File: src/rtl/stopwatch_pkg.sv
// Shared stopwatch types and seven-segment constants ({g,f,e,d,c,b,a}, active-high).
package stopwatch_pkg;

    localparam int NUM_DIGITS = 6;

    typedef logic [3:0] bcd_t;

    localparam logic [6:0] SEG_0     = 7'h3F;
    localparam logic [6:0] SEG_1     = 7'h06;
    localparam logic [6:0] SEG_2     = 7'h5B;
    localparam logic [6:0] SEG_3     = 7'h4F;
    localparam logic [6:0] SEG_4     = 7'h66;
    localparam logic [6:0] SEG_5     = 7'h6D;
    localparam logic [6:0] SEG_6     = 7'h7D;
    localparam logic [6:0] SEG_7     = 7'h07;
    localparam logic [6:0] SEG_8     = 7'h7F;
    localparam logic [6:0] SEG_9     = 7'h6F;
    localparam logic [6:0] SEG_DASH  = 7'h40;
    localparam logic [6:0] SEG_BLANK = 7'h00;

endpackage

File: src/rtl/stopwatch_disp_scan_seg7.sv
// Combinational BCD to seven-segment decoder; codes 0xA-0xF show a dash.
module bcd_to_seg7
    import stopwatch_pkg::*;
(
    input  bcd_t       bcd,
    output logic [6:0] seg
);

    // Map one BCD digit to its segment pattern.
    always_comb begin
        seg = SEG_DASH;
        case (bcd)
            4'd0:    seg = SEG_0;
            4'd1:    seg = SEG_1;
            4'd2:    seg = SEG_2;
            4'd3:    seg = SEG_3;
            4'd4:    seg = SEG_4;
            4'd5:    seg = SEG_5;
            4'd6:    seg = SEG_6;
            4'd7:    seg = SEG_7;
            4'd8:    seg = SEG_8;
            4'd9:    seg = SEG_9;
            default: seg = SEG_DASH;
        endcase
    end

endmodule

File: src/rtl/stopwatch_disp_scan.sv
// Six-digit multiplexed seven-segment scanner with frame-boundary snapshot.
// Optional macro DISP_LZB_EN blanks a leading zero in the hours-tens digit.
module stopwatch_disp_scan
    import stopwatch_pkg::*;
#(
    parameter int SCAN_DIV = 50000
) (
    input  logic       clk,
    input  logic       rst,
    input  logic [3:0] hr_h,
    input  logic [3:0] hr_l,
    input  logic [3:0] min_h,
    input  logic [3:0] min_l,
    input  logic [3:0] sec_h,
    input  logic [3:0] sec_l,
    output logic [5:0] an,
    output logic [6:0] seg,
    output logic       dp,
    output logic       frame_done
);

    localparam int              CNT_W    = (SCAN_DIV > 1) ? $clog2(SCAN_DIV) : 1;
    localparam logic [CNT_W-1:0] CNT_MAX = CNT_W'(SCAN_DIV - 1);
    localparam logic [2:0]      IDX_LAST = 3'(NUM_DIGITS - 1);

    logic [CNT_W-1:0] cnt_r;
    logic [2:0]       idx_r;
    bcd_t             snap_r [NUM_DIGITS];
    logic             wrap_s;
    logic             load_s;
    bcd_t             digit_s;
    logic [6:0]       dec_s;
    logic [6:0]       seg_s;

    assign wrap_s = (cnt_r == CNT_MAX);
    assign load_s = wrap_s && (idx_r == IDX_LAST);

    // Select the snapshot digit currently being scanned.
    always_comb begin
        digit_s = 4'd0;
        case (idx_r)
            3'd0:    digit_s = snap_r[0];
            3'd1:    digit_s = snap_r[1];
            3'd2:    digit_s = snap_r[2];
            3'd3:    digit_s = snap_r[3];
            3'd4:    digit_s = snap_r[4];
            3'd5:    digit_s = snap_r[5];
            default: digit_s = 4'd0;
        endcase
    end

    bcd_to_seg7 u_dec (
        .bcd (digit_s),
        .seg (dec_s)
    );

    // Apply optional leading-zero blanking to the hours-tens digit.
    always_comb begin
        seg_s = dec_s;
`ifdef DISP_LZB_EN
        if ((idx_r == 3'd0) && (snap_r[0] == 4'd0)) begin
            seg_s = SEG_BLANK;
        end else begin
            seg_s = dec_s;
        end
`else
        seg_s = dec_s;
`endif
    end

    // Prescaler, digit index, snapshot and registered display outputs.
    always_ff @(posedge clk) begin
        if (rst) begin
            cnt_r      <= '0;
            idx_r      <= 3'd0;
            snap_r[0]  <= 4'd0;
            snap_r[1]  <= 4'd0;
            snap_r[2]  <= 4'd0;
            snap_r[3]  <= 4'd0;
            snap_r[4]  <= 4'd0;
            snap_r[5]  <= 4'd0;
            an         <= 6'd0;
            seg        <= 7'd0;
            dp         <= 1'b0;
            frame_done <= 1'b0;
        end else begin
            if (wrap_s) begin
                cnt_r <= '0;
                idx_r <= (idx_r == IDX_LAST) ? 3'd0 : idx_r + 3'd1;
            end else begin
                cnt_r <= cnt_r + CNT_W'(1);
            end
            // All six digits are captured together so a rollover never tears.
            if (load_s) begin
                snap_r[0] <= hr_h;
                snap_r[1] <= hr_l;
                snap_r[2] <= min_h;
                snap_r[3] <= min_l;
                snap_r[4] <= sec_h;
                snap_r[5] <= sec_l;
            end
            frame_done <= load_s;
            an         <= 6'b000001 << idx_r;
            seg        <= seg_s;
            dp         <= (idx_r == 3'd1) || (idx_r == 3'd3);
        end
    end

endmodule

File: config.mk
export PLATFORM = sky130hd
export DESIGN_NAME = stopwatch_disp_scan
export DESIGN_NICKNAME = d
export VERILOG_FILES = /design/src/rtl/stopwatch_pkg.sv /design/src/rtl/stopwatch_disp_scan_seg7.sv /design/src/rtl/stopwatch_disp_scan.sv
export SDC_FILE = /design/constraint.sdc
export NUM_CORES = 1
export LEC_CHECK = 0
export CORE_MARGIN = 5
export CORE_UTILIZATION = 53
export CTS_CLUSTER_SIZE = 8
export DETAILED_ROUTE_END_ITERATION = 12
export PLACE_DENSITY = 0.79
export SYNTH_ARGS = -nofsm -noshare
export SYNTH_HDL_FRONTEND = slang
export SYNTH_SLANG_ARGS = --single-unit
export TNS_END_PERCENT = 5
File: constraint.sdc
create_clock -name clk -period 3.3 [get_ports clk]
set_input_delay 0.495 -clock clk [delete_from_list [all_inputs] [get_ports clk]]
set_output_delay 0.495 -clock clk [all_outputs]
set_load 0.005 [all_outputs]
==> flow_metrics.py <==
metrics = {
    "critical_path": {
        "startpoint_type": "register",
        "crit_type": "register to register",
        "end_kind": "register",
        "cp_max_fo": 15,
        "reg2reg_slack_ns": 0.50,
        "reg2reg_depth": 10,
        "cp_data_required_time_ns": 3.54,
        "cp.arrival_ns": 3.04,
        "r2r-start": "idx_r[1]$_SDFFE_PP0N_",
        "regToRegEndpoint": "seg[5]$_SDFF_PP0_",
    },
    "hold_path": {
        "min_path_cells": 1,
        "hold_end": "cnt_r[0]$_SDFF_PP0_",
        "min_path_type": "register to register",
        "min_from": "cnt_r[0]$_SDFF_PP0_",
    },
    "die": {
        "start_util": 0.545,
        "fp.dieH_microns": 79.4,
        "io_pins": 41,
        "rows": 25,
        "dieArea_sq_um": 6310,
        "core_sq_um": 4690,
        "die_w_microns": 79.4,
    },
    "synthesis": {
        "ys_warn_count": 0,
        "synth_top_area_frac": 0.282,
        "syn-num-nets": 272,
        "synth-seq-cells": 58,
        "syn_inst": 238,
        "netlist_area_sq_um": 2560,
        "synth_area_per_cell_sq_um": 10.7,
        "synth_area_leaders": "edfxtp_1, dfxtp_1, and2_1, nor2_1, ha_1",
        "synth_edf_count": 24,
        "synth-async-reset-ratio": 0,
        "synth_area_leader_cell": "edfxtp_1",
        "ys_types": 45,
        "ys_seq_area_frac": 0.548,
        "synth_flop_cell": "dfxtp_1",
    },
    "layout": {
        "n_fill_cell": 361,
        "layout_commonest_cell": "clkdlybuf4s50_1",
        "final_cell_mix": "clkdlybuf4s50_1, dfxtp_1, nor2_1",
        "antenna_cells": 0,
        "final_core_util": 0.673,
        "seq_area_sq_um": 1400,
        "nNetsFinal": 315,
        "layout-drive-gt1-share": 0.0769,
        "multi_input_area_sq_um": 1070,
        "area_growth_pct": 23.4,
    },
    "cts": {
        "cts_root_buf": "clkbuf_8",
        "path_clk_slew_ns": 0.06,
        "post_cts_buffers": 0,
        "clk_latency_ns": 0.33,
        "h-tree-depth": 3,
        "ctsResizeCount": 0,
        "clockBufferDepth": 2,
        "hold_buffers": 0,
        "cts.sinks": 58,
        "cts_tree": "yes",
        "cts_buffers": 9,
    },
    "sta": {
        "tightest_slew_ns": 1.13,
        "slew_headroom": 0.247,
        "fmax_mhz": 357,
        "setup_viol": 0,
        "hold_viol_final": 0,
        "rsz0062_at_grt": "false",
        "tns_ns": 0,
        "holdWs_ns": 0.469,
        "period_share": 0.848,
        "skew_ns": 0.0109,
        "slew_viol_final": 0,
        "min_period_ns": 2.80,
    },
    "route": {
        "detail-route-antenna-nets": 0,
        "wire_per_inst_microns": 12.7,
        "first_pass_iters": 4,
        "drc": 0,
        "routed_via_density": 5.16,
        "num_vias": 1753,
        "wirelength_microns": 4320,
        "drt_iter0_drc": 107,
    },
    "global_routing": {
        "grt_pass1_wl_microns": 7560,
        "grt_max_degree": 26,
        "overflow": 0,
        "antenna_found_initial": 0,
        "grt_usage": 0.156,
        "grt_pass1_vias": 1712,
    },
    "power": {
        "power_density_nw_per_um2": 442,
        "finalPower_w": 0.00139,
        "irDropWorstVdd_v": 0.000329,
        "leakage_nw": 1.17,
    },
    "job": {
        "maxCapViolations": 0,
    },
    "placement": {
        "dp_hpwl_microns": 3050,
        "io_buffers": 40,
        "place_congestion": 0.753,
    },
    "outcome": {
        "outcome": "finished, final reports clean",
    },
}
==> synthesized netlist by cell type, drive strengths merged (8+ instances only) <==
cell / count
dfxtp: 34
nor2: 28
and2: 24
edfxtp: 24
nand3: 10
nand2: 9
ha: 8
xnor2: 8
==> area by class of cell <==
cell class                      count  share of cell area
Multi-Input combinational cell    161               0.338
Sequential cell                    58               0.444
Clock inverter                      4             0.00595
Timing Repair Buffer               44               0.136
Inverter                            7             0.00833
Tap cell                           54              0.0214
Clock buffer                       12              0.0460
==> flip-flops by register name (all words and copies together) (netlist names) <==
signal	cells
seg	7
frame_done	1
snap_r	24
dp	1
an	6
cnt_r	16
idx_r	3
==> kinds of logic after synthesis <==
logic type | synth area share
AOI/OAI and AO/OA | 0.0764
xor gates and xnor gates | 0.0514
adders and majority gates | 0.0392
buffers and inverters | 0.0362
DFF | 0.548
muxes | 0.0274
and+or+nand+nor | 0.221
==> worst max-delay path by stage <==
stage	startpoint	endpoint	slack, ns	cells past startpoint
after global routing	idx_r[1]$_SDFFE_PP0N_	seg[5]$_SDFF_PP0_	0.27	10
after CTS	idx_r[1]$_SDFFE_PP0N_	seg[5]$_SDFF_PP0_	0.50	10
after floorplan	cnt_r[11]$_SDFF_PP0_	snap_r[0][0]$_SDFFCE_PN0P_	0.22	4
final	idx_r[1]$_SDFFE_PP0N_	seg[5]$_SDFF_PP0_	0.50	10
after detailed placement	cnt_r[11]$_SDFF_PP0_	snap_r[5][1]$_SDFFCE_PN0P_	0.56	3
after global placement	cnt_r[11]$_SDFF_PP0_	snap_r[2][0]$_SDFFCE_PN0P_	0.64	3
==> per-layer routing <==
layer	global-route usage	share of wire
met2	0.226	0.45
met3	0.0508	0.048
met4	0.0911	0.012
met5	0	0
met1	0.202	0.49
==> through the flow <==
stage                     instances  instance area (sq um)  setup slack, ns
after floorplan                 238                   2560            0.220
after global placement          324                   2990            0.639
after detailed placement        324                   2990            0.563
after CTS                       340                   3160            0.504
after global routing            340                   3160            0.265
final                           340                   3160            0.502
==> critical path, stage by stage, from the launching register on <==
cell and delay, ns:
dfxtp_1 0.45, inv_1 0.24, nor2_1 0.07, ha_1 0.25
a22o_1 0.25, a211oi_1 0.40, a21o_1 0.20, inv_1 0.10
ha_1 0.20, or3_1 0.38, a31oi_1 0.18
==> report_power, final <==
group,switching [W],internal [W]
clock network,0.000249,0.000286
logic,0.0000336,0.0000512
registers,0.00000746,0.000766
(Power assumes the default switching activity.)
